===== config.mk =====
export PLATFORM = sky130hd
export DESIGN_NAME = ysyx_22050019_wb_arb_flat
export DESIGN_NICKNAME = d
export VERILOG_FILES = /design/src/rtl/ysyx_22050019_wb_arb_if.sv /design/src/rtl/ysyx_22050019_wb_arb.sv /design/src/flat_wrapper.sv
export SDC_FILE = /design/constraint.sdc
export NUM_CORES = 1
export LEC_CHECK = 0
export BUFFER_PORTS_ARGS = -buffer_cell sky130_fd_sc_hd__buf_4
export CORE_ASPECT_RATIO = 0.5
export CORE_MARGIN = 2
export CORE_UTILIZATION = 23
export DETAILED_ROUTE_END_ITERATION = 12
export MAX_ROUTING_LAYER = met4
export PLACE_DENSITY_LB_ADDON = 0.15
export SLEW_MARGIN = 20
export SYNTH_ARGS = -nofsm -noshare
export SYNTH_HDL_FRONTEND = slang
export SYNTH_SLANG_ARGS = --single-unit
export TNS_END_PERCENT = 1

===== constraint.sdc =====
create_clock -name clk -period 26.1 [get_ports clk]
set_input_delay 2.61 -clock clk [delete_from_list [all_inputs] [get_ports clk]]
set_output_delay 2.61 -clock clk [all_outputs]
set_load 0.005 [all_outputs]

===== src/rtl/ysyx_22050019_wb_arb_if.sv =====
// Bundle of the write-back arbiter's EXU/LSU result handshakes, register file
// write port and hazard query lines.
interface ysyx_22050019_wb_arb_if #(
    parameter int ADDR_WIDTH = 5,
    parameter int DATA_WIDTH = 64
);
    logic                  exu_valid;
    logic                  exu_ready;
    logic [ADDR_WIDTH-1:0] exu_waddr;
    logic [DATA_WIDTH-1:0] exu_wdata;
    logic [DATA_WIDTH-1:0] exu_pc;

    logic                  lsu_valid;
    logic                  lsu_ready;
    logic [ADDR_WIDTH-1:0] lsu_waddr;
    logic [DATA_WIDTH-1:0] lsu_wdata;
    logic [DATA_WIDTH-1:0] lsu_pc;

    logic                  wb_stall;
    logic                  wen;
    logic [ADDR_WIDTH-1:0] waddr;
    logic [DATA_WIDTH-1:0] wdata;
    logic [DATA_WIDTH-1:0] now_pc;
    logic [63:0]           retire_cnt;

    logic [ADDR_WIDTH-1:0] raddr1;
    logic [ADDR_WIDTH-1:0] raddr2;
    logic                  busy1;
    logic                  busy2;

    // Arbiter side
    modport slave (
        input  exu_valid, exu_waddr, exu_wdata, exu_pc,
        output exu_ready,
        input  lsu_valid, lsu_waddr, lsu_wdata, lsu_pc,
        output lsu_ready,
        input  wb_stall,
        output wen, waddr, wdata, now_pc, retire_cnt,
        input  raddr1, raddr2,
        output busy1, busy2
    );

    // Pipeline / environment side
    modport master (
        output exu_valid, exu_waddr, exu_wdata, exu_pc,
        input  exu_ready,
        output lsu_valid, lsu_waddr, lsu_wdata, lsu_pc,
        input  lsu_ready,
        output wb_stall,
        input  wen, waddr, wdata, now_pc, retire_cnt,
        output raddr1, raddr2,
        input  busy1, busy2
    );
endinterface


===== src/rtl/ysyx_22050019_wb_arb.sv =====
// Write-back arbiter: in-order queue of EXU/LSU results feeding the single
// register file write port, with pending-write hazard flags and retire count.
module ysyx_22050019_wb_arb #(
    parameter int ADDR_WIDTH = 5,
    parameter int DATA_WIDTH = 64,
    parameter int DEPTH      = 4
) (
    input  logic                   clk,
    input  logic                   rst_n,
    ysyx_22050019_wb_arb_if.slave  bus
);
    localparam int PTR_W = $clog2(DEPTH);
    localparam int CNT_W = PTR_W + 1;

    typedef struct packed {
        logic [ADDR_WIDTH-1:0] waddr;
        logic [DATA_WIDTH-1:0] wdata;
        logic [DATA_WIDTH-1:0] pc;
    } entry_t;

    entry_t                mem_q [DEPTH];
    logic [PTR_W-1:0]      rd_ptr_q, rd_ptr_d;
    logic [PTR_W-1:0]      wr_ptr_q, wr_ptr_d;
    logic [CNT_W-1:0]      count_q, count_d;
    logic                  wen_q, wen_d;
    logic [ADDR_WIDTH-1:0] waddr_q, waddr_d;
    logic [DATA_WIDTH-1:0] wdata_q, wdata_d;
    logic [DATA_WIDTH-1:0] now_pc_q, now_pc_d;
    logic [63:0]           retire_cnt_q, retire_cnt_d;

    logic   full, empty, push, pop, push_lsu, exu_ready;
    entry_t push_entry, head;

    always_comb begin
        full      = (count_q == CNT_W'(DEPTH));
        empty     = (count_q == '0);
        // LSU wins a simultaneous offer; a same-cycle pop never frees a slot
        exu_ready = !full && !bus.lsu_valid;
        push_lsu  = bus.lsu_valid && !full;
        push      = push_lsu || (bus.exu_valid && exu_ready);
        pop       = !empty && !bus.wb_stall;
        head      = mem_q[rd_ptr_q];

        push_entry = push_lsu ? entry_t'{bus.lsu_waddr, bus.lsu_wdata, bus.lsu_pc}
                              : entry_t'{bus.exu_waddr, bus.exu_wdata, bus.exu_pc};

        wr_ptr_d = wr_ptr_q + {{(PTR_W-1){1'b0}}, push};
        rd_ptr_d = rd_ptr_q + {{(PTR_W-1){1'b0}}, pop};

        count_d = count_q;
        case ({push, pop})
            2'b10:   count_d = count_q + CNT_W'(1);
            2'b01:   count_d = count_q - CNT_W'(1);
            default: count_d = count_q;
        endcase

        wen_d        = pop && (head.waddr != '0);
        waddr_d      = pop ? head.waddr : waddr_q;
        wdata_d      = pop ? head.wdata : wdata_q;
        now_pc_d     = pop ? head.pc    : now_pc_q;
        retire_cnt_d = retire_cnt_q + {63'd0, pop};
    end

    always_ff @(posedge clk or negedge rst_n) begin
        if (!rst_n) begin
            rd_ptr_q     <= '0;
            wr_ptr_q     <= '0;
            count_q      <= '0;
            wen_q        <= 1'b0;
            waddr_q      <= '0;
            wdata_q      <= '0;
            now_pc_q     <= '0;
            retire_cnt_q <= '0;
        end else begin
            rd_ptr_q     <= rd_ptr_d;
            wr_ptr_q     <= wr_ptr_d;
            count_q      <= count_d;
            wen_q        <= wen_d;
            waddr_q      <= waddr_d;
            wdata_q      <= wdata_d;
            now_pc_q     <= now_pc_d;
            retire_cnt_q <= retire_cnt_d;
        end
    end

    // Payload storage needs no reset: only slots inside [rd_ptr, rd_ptr+count) are ever observed
    always_ff @(posedge clk) begin
        if (push) begin
            mem_q[wr_ptr_q] <= push_entry;
        end
    end

    logic [DEPTH-1:0] hit1, hit2;

    generate
        for (genvar gi = 0; gi < DEPTH; gi++) begin : g_hazard
            logic [PTR_W-1:0] offset;
            logic             live;
            assign offset   = PTR_W'(gi) - rd_ptr_q;
            assign live     = ({1'b0, offset} < count_q);
            assign hit1[gi] = live && (mem_q[gi].waddr == bus.raddr1);
            assign hit2[gi] = live && (mem_q[gi].waddr == bus.raddr2);
        end
    endgenerate

    assign bus.exu_ready  = exu_ready;
    assign bus.lsu_ready  = !full;
    assign bus.wen        = wen_q;
    assign bus.waddr      = waddr_q;
    assign bus.wdata      = wdata_q;
    assign bus.now_pc     = now_pc_q;
    assign bus.retire_cnt = retire_cnt_q;
    assign bus.busy1      = (bus.raddr1 != '0) && ((|hit1) || (wen_q && (waddr_q == bus.raddr1)));
    assign bus.busy2      = (bus.raddr2 != '0) && ((|hit2) || (wen_q && (waddr_q == bus.raddr2)));
endmodule

===== src/flat_wrapper.sv =====
// flat-port wrapper written by rule: the top's interface ports become plain ports
module ysyx_22050019_wb_arb_flat 
#(
    parameter int ADDR_WIDTH = 5,
    parameter int DATA_WIDTH = 64,
    parameter int DEPTH      = 4
)
  (clk, rst_n, bus_exu_valid, bus_exu_waddr, bus_exu_wdata, bus_exu_pc, bus_exu_ready, bus_lsu_valid, bus_lsu_waddr, bus_lsu_wdata, bus_lsu_pc, bus_lsu_ready, bus_wb_stall, bus_wen, bus_waddr, bus_wdata, bus_now_pc, bus_retire_cnt, bus_raddr1, bus_raddr2, bus_busy1, bus_busy2);
  ysyx_22050019_wb_arb_if #(.ADDR_WIDTH(ADDR_WIDTH), .DATA_WIDTH(DATA_WIDTH)) bus_i ();
  input  logic clk;
  input  logic rst_n;
  input wire logic [$bits(bus_i.exu_valid)-1:0] bus_exu_valid;
  input wire logic [$bits(bus_i.exu_waddr)-1:0] bus_exu_waddr;
  input wire logic [$bits(bus_i.exu_wdata)-1:0] bus_exu_wdata;
  input wire logic [$bits(bus_i.exu_pc)-1:0] bus_exu_pc;
  output wire logic [$bits(bus_i.exu_ready)-1:0] bus_exu_ready;
  input wire logic [$bits(bus_i.lsu_valid)-1:0] bus_lsu_valid;
  input wire logic [$bits(bus_i.lsu_waddr)-1:0] bus_lsu_waddr;
  input wire logic [$bits(bus_i.lsu_wdata)-1:0] bus_lsu_wdata;
  input wire logic [$bits(bus_i.lsu_pc)-1:0] bus_lsu_pc;
  output wire logic [$bits(bus_i.lsu_ready)-1:0] bus_lsu_ready;
  input wire logic [$bits(bus_i.wb_stall)-1:0] bus_wb_stall;
  output wire logic [$bits(bus_i.wen)-1:0] bus_wen;
  output wire logic [$bits(bus_i.waddr)-1:0] bus_waddr;
  output wire logic [$bits(bus_i.wdata)-1:0] bus_wdata;
  output wire logic [$bits(bus_i.now_pc)-1:0] bus_now_pc;
  output wire logic [$bits(bus_i.retire_cnt)-1:0] bus_retire_cnt;
  input wire logic [$bits(bus_i.raddr1)-1:0] bus_raddr1;
  input wire logic [$bits(bus_i.raddr2)-1:0] bus_raddr2;
  output wire logic [$bits(bus_i.busy1)-1:0] bus_busy1;
  output wire logic [$bits(bus_i.busy2)-1:0] bus_busy2;
  assign bus_i.exu_valid = bus_exu_valid;
  assign bus_i.exu_waddr = bus_exu_waddr;
  assign bus_i.exu_wdata = bus_exu_wdata;
  assign bus_i.exu_pc = bus_exu_pc;
  assign bus_exu_ready = bus_i.exu_ready;
  assign bus_i.lsu_valid = bus_lsu_valid;
  assign bus_i.lsu_waddr = bus_lsu_waddr;
  assign bus_i.lsu_wdata = bus_lsu_wdata;
  assign bus_i.lsu_pc = bus_lsu_pc;
  assign bus_lsu_ready = bus_i.lsu_ready;
  assign bus_i.wb_stall = bus_wb_stall;
  assign bus_wen = bus_i.wen;
  assign bus_waddr = bus_i.waddr;
  assign bus_wdata = bus_i.wdata;
  assign bus_now_pc = bus_i.now_pc;
  assign bus_retire_cnt = bus_i.retire_cnt;
  assign bus_i.raddr1 = bus_raddr1;
  assign bus_i.raddr2 = bus_raddr2;
  assign bus_busy1 = bus_i.busy1;
  assign bus_busy2 = bus_i.busy2;
  ysyx_22050019_wb_arb #(.ADDR_WIDTH(ADDR_WIDTH), .DATA_WIDTH(DATA_WIDTH), .DEPTH(DEPTH)) u_core (.clk(clk), .rst_n(rst_n), .bus(bus_i));
endmodule

==> results of run 1 <==
==> final cells by class <==
| cell class | instances | area (um2) | share of cell area (%) |
|---|---|---|---|
| Sequential cell | 737 | 21110 | 55.46 |
| Tap cell | 1710 | 2140 | 5.620 |
| Multi-Input combinational cell | 692 | 8238 | 21.64 |
| Clock inverter | 40 | 475.5 | 1.249 |
| Clock buffer | 101 | 2192 | 5.758 |
| Inverter | 15 | 56.30 | 0.1479 |
| Antenna cell | 6 | 15.01 | 0.03944 |
| Timing Repair Buffer | 507 | 3839 | 10.08 |
==> layer usage <==
layer  vias to the layer above  part of all wire (%)  track usage (%)
li1                       7001                     -                -
met1                      8201                    40            14.12
met5                         -                     0                -
met3                       104                   2.8            2.182
met4                         0                   2.3            3.577
met2                       197                    55            22.71
==> per-stage QoR <==
step                instances  total power, mW
detailed placement       3661            3.199
global route             3806            4.525
floorplan                1517            2.653
finish                   3808            4.277
global placement         3661            3.191
CTS                      3802            4.390
==> sequential cells by signal, summed over array words and instances (netlist names) <==
signal and flops:
u_core.rd_ptr_q 2, u_core.count_q 3, u_core.mem_q 532, u_core.bus.retire_cnt 64
u_core.bus.now_pc 64, u_core.wr_ptr_q 2, u_core.bus.wen 1, u_core.bus.wdata 64
u_core.bus.waddr 5
==> worst max-delay path: stages <==
cell	delay [ns]
buf_4	0.15
xor2_1	0.14
nor4_1	0.28
nand3_1	0.12
nand4_1	0.10
o22a_1	0.13
buf_4	0.14
==> kinds of logic after synthesis <==
kind of cell	after synthesis	synth area share, %
flops	737	71.00
mux	400	20.19
simple gates	150	3.157
xor+xnor	118	3.477
buf+inv	88	1.414
compound gates	14	0.3199
fa+ha+maj	10	0.4462
==> worst min-delay path by stage <==
stage	start	to	slack (ns)	cells past startpoint
after floorplan	u_core.bus.retire_cnt[63]	u_core.bus.retire_cnt[63]	0.46	1
after detailed placement	u_core.bus.retire_cnt[63]	u_core.bus.retire_cnt[63]	0.46	1
after CTS	u_core.bus.retire_cnt[63]	u_core.bus.retire_cnt[63]	0.48	1
after global routing	u_core.bus.retire_cnt[63]	u_core.bus.retire_cnt[63]	0.50	1
final	u_core.bus.retire_cnt[63]	u_core.bus.retire_cnt[63]	0.47	1
after global placement	u_core.bus.retire_cnt[63]	u_core.bus.retire_cnt[63]	0.46	1
==> cell usage in the layout, fill, tap and decap left out, types with 11 or more instances in the layout <==
cell type / n
mux4_2: 133
nand4_1: 18
edfxtp_1: 532
mux2_2: 266
dfrtp_1: 203
clkinv_2: 16
nand2_1: 21
xor2_1: 65
buf_4: 504
clkbuf_1: 11
nand3_1: 22
nor3_1: 14
nor2_1: 21
clkbuf_16: 81
xnor2_1: 53
inv_1: 15
==> where the power goes <==
part / internal (mW) / switching (mW) / total (mW) / leakage [nW]
Sequential: 1.71 / 0.166 / 1.87 / 7.41
Clock: 0.685 / 0.483 / 1.17 / 1.31
Combinational: 0.623 / 0.611 / 1.23 / 5.34
Total: 3.02 / 1.26 / 4.28 / 14.1
==> metrics.yaml, run 1 <==
fillerInstances: 12820
yosysUniqueCellTypes: 46
netlist_top_cells_count: "edfxtp_1 (532), mux2_2 (266), dfrtp_1 (205)"
viasPerCell: 4.071
syn_area_per_cell_um2: 19.60
ys_seq_elements: 737
dieArea_mm2: 0.1323
synth_top_area_share_pct: 53.74
wl_mm: 81.33
fin_nets: 2320
drt_iter0_markers: 771
crit_start: "bus_raddr2[3]"
place_ws_ns: 19.79
fin_skew_ns: 0.02416
cts-root-buf: "clkbuf_16"
fin_crit_sh_pct: 24.12
regToRegStartpoint: "u_core.count_q[2]"
critical_path_class: "in2out"
synth_top_area_cell: "edfxtp_1"
gp_congestion: 0.7492
rsz0062_at_grt: "false"
peakVddDrop_mv: 0.08446
gr-total-overflow: 0
ant_nets: 0
area_growth_pct: 28.06
critical_path_required_ns: 23.49
wl_per_cell_um: 21.36
yosysSeqAreaShare_pct: 71.00
grt_max_degree: 114
synthArstFlopShare_pct: 27.82
clkSlewWorstSetupHoldPaths_ns: 0.06
cts_tree: "done"
hpwl_mm: 50.82
crit_end: "bus_busy2"
fin_ws_ns: 19.81
synth_nets: 1808
tightest_slew_ns: 1.038
placementRows: 93
slew_headroom_pct: 30.77
reg2reg_depth: 10
critPathMaxFanout: 6
io_pins: 483
fin_setup_tns_ns: 0
place_area_mm2: 0.03539
setup_viol: 0
cts_setup_buffers: 0
die_y_um: 258.2
coreArea_mm2: 0.1285
start_kind: "primary input"
cts-resized-gates: 0
layout-drive-gt1-share_pct: 50.72
yosysMostFrequentCell: "edfxtp_1"
whs_ns: 0.4698
yosys_warnings: 0
grt_pass1_vias: 16550
status: "finished, final reports clean"
syn_inst: 1517
layout_min_cycle_time_ns: 6.294
r2r-end: "u_core.count_q[2]"
ys_top_cells_by_area: "edfxtp_1 (54%), dfrtp_1 (17%), mux2_2 (10%)"
r2r_setup_slack_ns: 22.60
cts_made_buffers: 76
cts.path.max_buffers: 3
slew_violations: 0
fin_area_mm2: 0.03807
clock_sinks: 737
clk_latency_ns: 0.66
endpoint_kind: "primary output"
first_pass_iters: 4
finalHoldViolCount: 0
max-cap-violations: 0
p_leak_nw: 14.06
drcViolationCount: 0
htreeDepth: 3
fmax_mhz: 158.9
synth_edf_count: 532
start_util_pct: 23.14
final_util_pct: 29.63
cts_hold_buf: 0
grt_pass1_wl_mm: 117.8
power.density_mw_per_mm2: 112.3
hp-class: "reg2reg"
track_usage_pct: 12.52
via_count: 15500
yosys_most_used_dff: "edfxtp_1"
crit_arrival_ns: 3.68
netlist_area_mm2: 0.02973
die_width_um: 512.4
port_buffers: 482
antenna_found_initial: 5
(Power assumes the default switching activity.)
==> run 2, diff against run 1 <==
==> constraint.sdc (replaced) <==
create_clock -name clk -period 6.4 [get_ports clk]
set_input_delay 0.64 -clock clk [delete_from_list [all_inputs] [get_ports clk]]
set_output_delay 0.64 -clock clk [all_outputs]
set_load 0.005 [all_outputs]
==> metrics.yaml, run 2 (synthesis gave the netlist of run 1 again) <==
coreArea_mm2: 0.1285
drcViolationCount: 0
hpwl_mm: 49.30
cts.path.max_buffers: 3
die_width_um: 512.4
grt_pass1_vias: 16570
cp_slowest_cell: "dfrtp_4"
critical_path_required_ns: 5.76
critPathMaxFanout: 40
slew_violations: 0
fin_area_mm2: 0.03777
placementRows: 93
power.density_mw_per_mm2: 448.6
gr-total-overflow: 0
hp-class: "in2reg"
grt_pass1_wl_mm: 113.9
tightest_slew_ns: 1.020
intPower_mw: 11.90
start_kind: "flop"
whs_ns: 0.3376
io_pins: 483
gp_congestion: 0.7466
finalHoldViolCount: 0
fin_cells: 3801
final_common_cell: "edfxtp_1"
place_area_mm2: 0.03540
clock_sinks: 737
htreeDepth: 3
die_y_um: 258.2
first_pass_iters: 6
fin_nets: 2318
clkSlewWorstSetupHoldPaths_ns: 0.06
status: "finished, final reports clean"
p_leak_nw: 13.90
start_util_pct: 23.14
drt_iter0_markers: 712
combPwrFrac_pct: 29.5
endpoint_kind: "primary output"
cts-root-buf: "clkbuf_16"
fin_crit_sh_pct: 63.61
cts_tree: "done"
regMostFlops: "u_core.mem_q"
wl_per_cell_um: 20.62
fin_skew_ns: 0.02446
ant_nets: 0
crit_arrival_ns: 3.43
power_frac_seq_pct: 45.2
critPathMaxStageDelay_ns: 0.73
setup_viol: 0
track_usage_pct: 12.00
p_sw_share_pct: 29.75
rsz0062_at_grt: "false"
wl_mm: 78.38
max-cap-violations: 0
fmax_mhz: 245.7
largest_reg_flops: 532
slew_headroom_pct: 31.98
grt_max_degree: 96
dp.cells: 3659
netSwitchingPower_mw: 5.041
port_buffers: 482
peakVddDrop_mv: 0.2905
layout_common_cells: "edfxtp_1 (532), buf_4 (501), mux2_2 (266), dfrtp_1 (203), mux4_2 (133)"
critPathMostFrequentCell: "buf_4"
layout_min_cycle_time_ns: 4.071
cts_made_buffers: 75
via_count: 15440
layout-drive-gt1-share_pct: 49.66
critical_path_class: "reg2out"
viasPerCell: 4.061
antenna_found_initial: 2
clk_latency_ns: 0.66
dieArea_mm2: 0.1323
area_growth_pct: 27.06
worstPathCellList: "buf_4, xor2_1, inv_1, ha_1, a21oi_1, o2111ai_1, nor3_1, o22a_1, buf_4"
clkPwrFrac_pct: 25.3
==> run 2: worst paths after layout <==
kind | startpoint | to | slack [ns] | cells past startpoint
worst max-delay path | u_core.rd_ptr_q[1] | bus_busy1 | 2.33 | 9
worst min-delay path | bus_lsu_pc[36] | u_core.mem_q[1][36] | 0.34 | 2
worst max register to register | u_core.count_q[0] | u_core.mem_q[3][74] | 3.17 | 6
worst min register to register | u_core.bus.retire_cnt[63] | u_core.bus.retire_cnt[63] | 0.49 | 1
max in group asynchronous | rst_n | u_core.bus.now_pc[18] | 4.55 | 3
min in group asynchronous | rst_n | u_core.bus.now_pc[55] | 0.60 | 2
==> run 2: final cells by class <==
cell class              count  area, um2
inverters                  15      56.30
clock inverters            34      289.0
multi-input cells         692       8250
flip-flops and latches    737      21110
diodes                      3      7.507
fillers                 12800      90690
repair buffers            506       3846
clock buffers             104       2067
well taps                1710       2140
==> run 2: timing repair <==
action,CTS,global route
buffers inserted,0,0
gates resized for setup,0,0
hold buffers,1,0
endpoints found under the hold margin,3,0
setup endpoints to repair,0,0
==> run 2: critical path: cells and delay by family, from the launching register on <==
kind | cells | cell delay, ns
AO/OA/AOI/OAI | 3 | 0.48
XOR/XNOR | 1 | 0.24
adder cells (fa/ha/maj) | 1 | 0.26
buffers and inverters | 3 | 0.84
flip-flops | 1 | 0.73
AND/OR/NAND/NOR | 1 | 0.15
==> run 2: power groups by stage <==
stage	Combinational [mW]	Clock (mW)	Sequential (mW)
final	4.99	4.29	7.66
after global routing	5.46	4.65	7.85
after CTS	5.24	4.45	7.72
after detailed placement	5.23	0	7.81
after global placement	5.23	0	7.79
after floorplan	3.06	0	7.63
==> run 2: metrics by stage <==
stage / TNS [ns] / setup WS (ns) / util, % / power [mW]
2_1_floorplan: -21.20 / -0.1594 / - / 10.69
3_3_place_gp: 0 / 2.842 / 27.55 / 13.02
3_5_place_dp: 0 / 2.908 / 27.55 / 13.04
4_1_cts: 0 / 2.163 / 29.39 / 17.42
5_1_grt: 0 / 2.028 / 29.40 / 17.96
6_report: 0 / 2.329 / 29.40 / 16.94
==> run 2: metal layers <==
metal	GRT usage [%]	vias up	part of all wire, %
met5	-	-	0
met4	2.728	0	1.9
met3	2.394	92	2.9
met2	21.64	187	55
met1	13.72	8174	41
li1	-	6983	-
==> run 3, diff against run 2 <==
--- a/config.mk
+++ b/config.mk
@@ -5,6 +5,7 @@
 export SDC_FILE = /design/constraint.sdc
 export NUM_CORES = 1
 export LEC_CHECK = 0
+export ABC_AREA = 1
 export BUFFER_PORTS_ARGS = -buffer_cell sky130_fd_sc_hd__buf_4
 export CORE_ASPECT_RATIO = 0.5
 export CORE_MARGIN = 2
==> constraint.sdc (replaced) <==
create_clock -name clk -period 3.9 [get_ports clk]
set_input_delay 0.39 -clock clk [delete_from_list [all_inputs] [get_ports clk]]
set_output_delay 0.39 -clock clk [all_outputs]
set_load 0.005 [all_outputs]
==> metrics.yaml, run 3 <==
wl_per_cell_um: 20.99
clock_sinks: 737
io_pins: 483
setup_viol: 0
syn_inst: 2439
critical_path_class: "reg2out"
clk_latency_ns: 0.66
critPathMaxStageDelay_ns: 0.56
synth_top_area_cell: "edfxtp_1"
final_common_cell: "nand2_1"
netlist_area_mm2: 0.03079
drcViolationCount: 0
cp_slowest_cell: "dfrtp_1"
track_usage_pct: 14.92
start_util_pct: 23.29
die_width_um: 521.5
tightest_slew_ns: 0.9358
drt_iter0_markers: 1107
finalHoldViolCount: 0
grt_pass1_wl_mm: 145.5
fin_nets: 3232
synth-xor-area-share_pct: 1.962
critPathMostFrequentCell: "nand2_1"
critPathBufInv: 3
fin_ws_ns: 0.8085
regMostFlops: "u_core.mem_q"
yosysSeqAreaShare_pct: 68.54
hpwl_mm: 64.29
synthArstFlopShare_pct: 27.82
fmax_mhz: 323.5
coreArea_mm2: 0.1322
place_ws_ns: 1.333
wl_mm: 100.3
grt_max_degree: 132
slew_headroom_pct: 37.61
synthSimpleGateAreaFrac_pct: 15.36
yosysMostFrequentCell: "nand2_1"
endpoint_kind: "primary output"
synth_nets: 2730
hp-class: "in2reg"
cts_tree: "done"
viasPerCell: 4.160
gr-total-overflow: 0
syn_area_per_cell_um2: 12.63
synth_top_family_by_area: "simple AND/OR/NAND/NOR gates"
cts_made_buffers: 76
first_pass_iters: 5
start_kind: "flop"
power.density_mw_per_mm2: 744.0
crit_arrival_ns: 2.70
peakVddDrop_mv: 0.5413
antenna_found_initial: 1
dp.cells: 4638
muxShareOfSynthArea_pct: 9.666
layout_min_cycle_time_ns: 3.092
largest_reg_flops: 532
fin_setup_tns_ns: 0
placementRows: 94
critPathMaxFanout: 7
layout_common_cells: "nand2_1 (770), edfxtp_1 (532), buf_4 (496), mux2_2 (244), dfrtp_1 (205)"
fin_cells: 4780
grt_pass1_vias: 20980
layout-drive-gt1-share_pct: 30.39
rsz0062_at_grt: "false"
htreeDepth: 3
diodes: 0
netlist_top_cells_count: "nand2_1 (770), edfxtp_1 (532), mux2_2 (244)"
via_count: 19880
gp_congestion: 0.8475
slew_violations: 0
fin_skew_ns: 0.03606
cts-root-buf: "clkbuf_16"
synth_adder_area_share_pct: 0.4307
status: "finished, final reports clean"
synth_edf_count: 532
synth_compound_area_share_pct: 0.7110
cts.path.max_buffers: 3
yosys_warnings: 0
dieArea_mm2: 0.1370
max-cap-violations: 0
yosys_most_used_dff: "edfxtp_1"
ant_nets: 0
cp_top_family: "simple AND/OR/NAND/NOR gates"
synth_top_area_share_pct: 51.88
r2r_setup_slack_ns: 1.38
ys_seq_elements: 737
port_buffers: 482
clkSlewWorstSetupHoldPaths_ns: 0.06
critical_path_required_ns: 3.51
yosysUniqueCellTypes: 32
area_growth_pct: 27.10
fin_crit_sh_pct: 79.27
worstPathCellList: "nand2_1, nand2_1, inv_1, ha_1, inv_1, nor2_1, nand2_1, nand2_1, nor2_1, nand2_1, nand3_1, nor2_1, nor2_1, buf_4"
die_y_um: 262.7
p_leak_nw: 15.09
ys_top_cells_by_area: "edfxtp_1 (52%), dfrtp_1 (17%), nand2_1 (9.4%)"
[run 3: cell count changes after synthesis, sizes merged, moves of 15 or more]
| cell | previous run | this run |
|---|---|---|
| nand2 | 22 | 772 |
| mux4 | 133 | 0 |
| nand4 | 22 | 146 |
| nor2 | 23 | 142 |
| inv | 15 | 102 |
| xnor2 | 53 | 21 |
| buf | 53 | 78 |
| o21ai | 3 | 26 |
| xor2 | 65 | 48 |
| nor3 | 21 | 36 |
[run 3: layer usage]
metal  global-route usage [%]  routed length, um  vias up
li1                         -                  -     9491
met1                    17.54              42200     9980
met2                    26.52              52660      288
met3                    2.290               3102      124
met4                    3.766               2383        0
met5                        -                  0        -
[run 3: worst paths after layout]
check,startpoint,end,depth (start not counted)
worst min register to register,u_core.bus.now_pc[32],u_core.bus.now_pc[32],1
min in group asynchronous,rst_n,u_core.bus.wdata[8],2
worst max register to register,u_core.count_q[0],u_core.mem_q[2][17],5
max in group asynchronous,rst_n,u_core.wr_ptr_q[0],3
worst min-delay path,bus_lsu_wdata[34],u_core.mem_q[2][98],2
worst max-delay path,u_core.rd_ptr_q[1],bus_busy2,14
[run 3: cell families after synthesis]
logic type	count (synthesis)
DFF	737
muxes	261
adders and majority gates	10
xor gates and xnor gates	69
buffers and inverters	194
and+or+nand+nor	1129
AOI/OAI and AO/OA	39
[run 3: area by class of cell]
cell class | instances | area (um2)
tap | 1776 | 2222
clock inverter | 33 | 340.3
multi-input combinational | 1508 | 8740
timing repair buffer | 516 | 4109
sequential | 737 | 21110
inverter | 102 | 387.9
clock buffer | 108 | 2236
fill | 13510 | 93060
[run 3: what timing repair did]
action | in CTS | in global routing
hold endpoints to repair | 48 | 0
buffers inserted | 0 | 0
hold buffers | 1 | 0
gates resized for setup | 0 | 0
[run 3: power by group]
group          switching, mW  internal, mW  leakage, nW
registers              0.884          11.4         7.41
logic                   5.66          3.57         6.41
clock network           3.24          4.36         1.27
total                   9.78          19.3         15.1
[run 3: stage by stage]
| stage | utilization (%) | instance area, um2 | total power [mW] | hold WS [ns] |
|---|---|---|---|---|
| final | 29.61 | 39140 | 29.12 | 0.07733 |
| after global routing | 29.61 | 39140 | 30.90 | 0.03426 |
| after CTS | 29.61 | 39140 | 29.82 | 0.01600 |
| after detailed placement | 27.65 | 36550 | 22.10 | 0.3905 |
| after global placement | 27.65 | 36550 | 22.07 | 0.3895 |
| after floorplan | - | 30850 | 17.56 | 0.09441 |
